`src/rtl/arith_uitofp_pipe.sv`:
```
// Unsigned integer to IEEE-754 binary32/binary64 converter.
// Three-stage valid/ready pipeline: capture, normalise, round-to-nearest-even and pack.
module arith_uitofp_pipe #(
    parameter int IN_WIDTH  = 32,
    parameter int OUT_WIDTH = 32
) (
    input  logic                 clk,
    input  logic                 rst,
    input  logic                 a_valid,
    output logic                 a_ready,
    input  logic [IN_WIDTH-1:0]  a_data,
    output logic                 result_valid,
    input  logic                 result_ready,
    output logic [OUT_WIDTH-1:0] result_data
);

    localparam int M    = (OUT_WIDTH == 64) ? 52 : 23;
    localparam int EW   = (OUT_WIDTH == 64) ? 11 : 8;
    localparam int BIAS = (OUT_WIDTH == 64) ? 1023 : 127;
    localparam int TW   = IN_WIDTH - 1;
    localparam int XW   = TW + M + 2;

    if (OUT_WIDTH != 32 && OUT_WIDTH != 64) begin : g_bad_out
        $fatal(1, "arith_uitofp_pipe: OUT_WIDTH must be 32 or 64");
    end
    if (IN_WIDTH < 8 || IN_WIDTH > 64) begin : g_bad_in
        $fatal(1, "arith_uitofp_pipe: IN_WIDTH must be 8..64");
    end

    logic                 v1_q;
    logic [IN_WIDTH-1:0]  d1_q;
    logic                 z1_q;

    logic                 v2_q;
    logic [TW-1:0]        t2_q;
    logic [6:0]           e2_q;
    logic                 z2_q;

    logic                 v3_q;
    logic [OUT_WIDTH-1:0] r3_q;

    logic                 ld1;
    logic                 ld2;
    logic                 ld3;

    // A stage may load when it is empty or its content moves on this edge.
    assign ld3 = !v3_q || result_ready;
    assign ld2 = !v2_q || ld3;
    assign ld1 = !v1_q || ld2;

    assign a_ready      = !rst && ld1;
    assign result_valid = v3_q;
    assign result_data  = r3_q;

    logic [6:0]    lz;
    logic [TW-1:0] t2_d;
    logic [6:0]    e2_d;

    always_comb begin
        lz = 7'(IN_WIDTH);
        for (int i = 0; i < IN_WIDTH; i++) begin
            if (d1_q[i]) begin
                lz = 7'(IN_WIDTH - 1 - i);
            end
        end
    end

    // The leading one itself is implicit, so only the bits below it are kept.
    assign t2_d = d1_q[TW-1:0] << lz;
    assign e2_d = 7'(IN_WIDTH - 1) - lz;

    logic [XW-1:0]        ext;
    logic [M-1:0]         frac;
    logic                 guard;
    logic                 sticky;
    logic                 rnd;
    logic                 carry;
    logic [M-1:0]         frac_r;
    logic [EW-1:0]        exp_r;
    logic [OUT_WIDTH-1:0] r3_d;

    assign ext    = {t2_q, {(M + 2){1'b0}}};
    assign frac   = ext[XW-1 -: M];
    assign guard  = ext[XW-1-M];
    assign sticky = |ext[XW-M-2:0];
    assign rnd    = guard && (sticky || frac[0]);

    always_comb begin
        {carry, frac_r} = {1'b0, frac} + {{M{1'b0}}, rnd};
        exp_r = EW'(e2_q) + EW'(BIAS) + EW'(carry);
        r3_d  = z2_q ? '0 : {1'b0, exp_r, frac_r};
    end

    always_ff @(posedge clk or posedge rst) begin
        if (rst) begin
            v1_q <= 1'b0;
            d1_q <= '0;
            z1_q <= 1'b0;
            v2_q <= 1'b0;
            t2_q <= '0;
            e2_q <= '0;
            z2_q <= 1'b0;
            v3_q <= 1'b0;
            r3_q <= '0;
        end else begin
            if (ld1) begin
                v1_q <= a_valid;
                if (a_valid) begin
                    d1_q <= a_data;
                    z1_q <= (a_data == '0);
                end
            end
            if (ld2) begin
                v2_q <= v1_q;
                if (v1_q) begin
                    t2_q <= t2_d;
                    e2_q <= e2_d;
                    z2_q <= z1_q;
                end
            end
            if (ld3) begin
                v3_q <= v2_q;
                if (v2_q) begin
                    r3_q <= r3_d;
                end
            end
        end
    end

endmodule

```
`config.mk`:
```
export PLATFORM = sky130hd
export DESIGN_NAME = arith_uitofp_pipe
export DESIGN_NICKNAME = d
export VERILOG_FILES = /design/src/rtl/arith_uitofp_pipe.sv
export SDC_FILE = /design/constraint.sdc
export NUM_CORES = 1
export LEC_CHECK = 0
export CAP_MARGIN = 20
export CORE_ASPECT_RATIO = 1.75
export CORE_MARGIN = 2
export CORE_UTILIZATION = 56
export CTS_BUF_LIST = sky130_fd_sc_hd__clkbuf_4 sky130_fd_sc_hd__clkbuf_8
export CTS_CLUSTER_DIAMETER = 80
export CTS_CLUSTER_SIZE = 16
export DETAILED_ROUTE_END_ITERATION = 16
export PLACE_DENSITY = 0.79
export RECOVER_POWER = 50
export SLEW_MARGIN = 20
export SYNTH_ARGS = -nofsm -noshare
export SYNTH_HDL_FRONTEND = slang
export SYNTH_SLANG_ARGS = --single-unit
```
`constraint.sdc`:
```
create_clock -name clk -period 4.3 [get_ports clk]
set_clock_uncertainty 0.05 [all_clocks]
set_input_delay 0.86 -clock clk [delete_from_list [all_inputs] [get_ports clk]]
set_output_delay 0.86 -clock clk [all_outputs]
set_load 0.01 [all_outputs]
```
==> summary.md <==
| Metric | Value |
|---|---|
| Outcome | complete, but fails checks |
| Failing checks | capacitance limit, slew limit |
| WL per Instance | 20.1 µm |
| Cell family with most CP delay | compound AO/OA/AOI/OAI gates |
| First-pass GRT wire length | 30.0 mm |
| Worst setup path category | reg2reg |
| Async SR Flop Fraction | 100% |
| Pin count of the biggest net entering global routing | 86 |
| Tot Pwr | 3.73 mW |
| Initial antenna violation count | 0 |
| Synth-to-Final Area Change | 13.8% |
| Longest Clk Path Bufs | 2 |
| Leakage | 3.21 nW |
| Fmax | 0.271 GHz |
| Worst Path Required | 4530 ps |
| CTS buffer count | 9 |
| Die W | 87.2 µm |
| CP max stage delay | 530 ps |
| Routed vias/inst | 6.44 |
| Hold Path Class | reg2reg |
| Max Cap Viol | 3 |
| Critical path buffers and inverters | 0 |
| Slew Limit Fails | 164 |
| Layout cell share with drive strength beyond 1 | 12.8% |
| Slew headroom | -16.4% |
| Avg Synthesized Cell Area | 9.12 µm² |
| Vias in the first global route | 5867 |
| 1st-pass router iterations | 6 |
| Chip Height | 150 µm |
| Type of origin of the critical path | register |
| Seq/Total Area, Yosys | 38.7% |
| CTS Root Cell | clkbuf_8 |
| I/O pin total | 70 |
| Port bufs | 68 |
| Clk slew on worst S/H paths | 110 ps |
| Post-Synthesis Cells | 745 |
| Synth Flop Type | dfrtp_1 |
| Die ar. | 0.0131 mm² |
| CTS H-Tree Depth | 3 |
| Clock Sinks | 105 |
| Final Hold Vio Count | 0 |
| Synthesis warning total | 0 |
| Starting Density | 56.9% |
| Via count | 5975 |
| WL final | 18.6 mm |
| Slew @ Worst Pin | 1750 ps |
| Latest clock arrival within the worst-skew pair | 380 ps |
| N_diodes | 0 |
| # setup viols final | 0 |
| Most numerous cell on the critical path | mux2i_1 |
| Post-route setup TNS | 0 ps |
| Cell area after synthesis | 0.00679 mm² |
| Slowest CP cell | nor4_1 |
| P per Cell Area | 483 mW/mm² |
| Number of flops mapped to enable cells by yosys | 0 |
| Core area | 0.0119 mm² |
| Post-synth net total | 784 |
| Crit path time final | 3690 ps |
| Most frequent cells in the layout | 105 x nand2_1, 105 x dfrtp_1, 57 x clkdlybuf4s50_1, 56 x o21ai_0, 49 x nor2_1 |
| VDD IR max | 0.217 mV |
| Arrival time at the worst endpoint | 3920 ps |
| Gr usage total | 29.6% |
| Hpwl dp | 14.3 mm |
| TritonCTS clock tree | built |
| Distinct cell type count after synthesis | 73 |
| Fin crit share | 85.8% |
| Remaining DRCs | 0 |
| Iteration-0 DRC Markers | 414 |
| Routability Congestion | 0.999 |
| Worst-path maximum fanout | 19 |
| Global-route congestion overflow total | 0 |
| Detail Route Antenna Nets | 0 |
| CP endpoint kind | register |
| NumNets Final | 825 |
| # rows | 53 |
| Final core occ | 64.7% |
| Synth Register Bits | 105 |
| Setup Buffers After CTS | 0 |
| Crit-path cells | nor4_1, o2111ai_1, a31oi_1, or2_2, mux2i_1, mux2i_1, a21oi_1, mux2i_1, a221o_1 |
| RSZ-0062 raised after global routing | no |
[cell usage after synthesis (4+ instances only)]
master    number  area (µm²)
a21oi_1       32         160
xor2_1        15         131
inv_1         16        60.1
nor3_1        13        65.1
o211a_1        4        40.0
a22o_1         6        52.6
mux2_2        39         439
nor4_1        16         100
buf_2         14        70.1
a22oi_1       12        90.1
nor2b_1        4        25.0
o22ai_1        5        31.3
nand3_1       26         130
a221oi_1       4        35.0
nand4_1       13        81.3
a221o_1        6        60.1
a31oi_1        5        31.3
mux2i_1       34         340
buf_4          4        30.0
xnor2_1        9        78.8
and2_1         4        25.0
nor2_1        49         184
o211ai_1      11        82.6
and3_1        13        81.3
clkbuf_1      35         131
mux4_2         8         180
nand2b_1       8        50.1
or3_1          5        31.3
nand2_1      105         394
o21ai_0       57         285
o31ai_1        7        52.6
or2_2          4        25.0
dfrtp_1      105        2630
[path summary, 6_finish.rpt]
path / cells after the start / to / startpoint / slack, ps
worst max register to register: 9 / t2_q[29]$_DFFE_PP0P_ / d1_q[25]$_DFFE_PP0P_ / 610
min in group asynchronous: 2 / v2_q$_DFFE_PP0P_ / rst / 1410
worst min register to register: 2 / result_data[9]$_DFFE_PP0P_ / result_data[9]$_DFFE_PP0P_ / 430
worst max-delay path: 9 / t2_q[29]$_DFFE_PP0P_ / d1_q[25]$_DFFE_PP0P_ / 610
max in group asynchronous: 3 / t2_q[10]$_DFFE_PP0P_ / rst / 1100
worst min-delay path: 2 / result_data[9]$_DFFE_PP0P_ / result_data[9]$_DFFE_PP0P_ / 430
[flip-flops by register name (all words and copies together), names as in the netlist]
| signal | count |
|---|---|
| v2_q | 1 |
| e2_q | 6 |
| result_data | 31 |
| z2_q | 1 |
| d1_q | 32 |
| v1_q | 1 |
| z1_q | 1 |
| t2_q | 31 |
| result_valid | 1 |
[routing by layer]
metal / up-vias / part of all wire, % / track usage, %
li1: 2809 / - / -
met1: 2854 / 36 / 32.0
met2: 240 / 53 / 53.8
met3: 72 / 4.1 / 4.08
met4: 0 / 6.9 / 16.8
met5: - / 0 / 0
[power breakdown]
| group | total (mW) | switching [mW] | internal [mW] |
|---|---|---|---|
| logic | 1.48 | 0.760 | 0.721 |
| clock network | 0.689 | 0.377 | 0.312 |
| registers | 1.56 | 0.301 | 1.26 |
[what timing repair did]
item,in CTS,in global routing
endpoints found under the setup margin,0,1
resized for setup,0,1
hold buffers,0,0
[through the flow]
step	std cells	hold slack [ps]	setup WS (ps)	area, µm²
finish	928	431	611	7730
global route	928	477	218	7730
CTS	928	443	391	7740
detailed placement	912	419	424	7520
global placement	912	412	519	7520
floorplan	745	389	629	6790
[kinds of logic (layout without fill, tap and decap cells)]
family / count (synthesis) / after routing / synth area share (%)
multiplexers: 85 / 85 / 15.3
adder cells (fa/ha/maj): 3 / 3 / 0.553
AO/OA/AOI/OAI: 184 / 184 / 18.2
flip-flops: 105 / 105 / 38.7
other: 1 / 1 / 0.0552
buffers and inverters: 72 / 118 / 4.92
XOR/XNOR: 24 / 24 / 3.10
AND/OR/NAND/NOR: 271 / 271 / 19.2
[tightest hold or removal path: cells and delay by family (launching register included)]
family,cells,cell delay (ps)
flops,1,350
simple gates,1,40
compound gates,1,60
[area by class of cell]
type	instances	area, µm²
fill	1040	4210
multi-input combinational	568	3840
sequential	105	2630
timing repair buffer	86	801
tap	137	171
clock buffer	11	151
clock inverter	5	70.1
inverter	16	63.8
No activity file was read; power rests on OpenSTA's default activity.
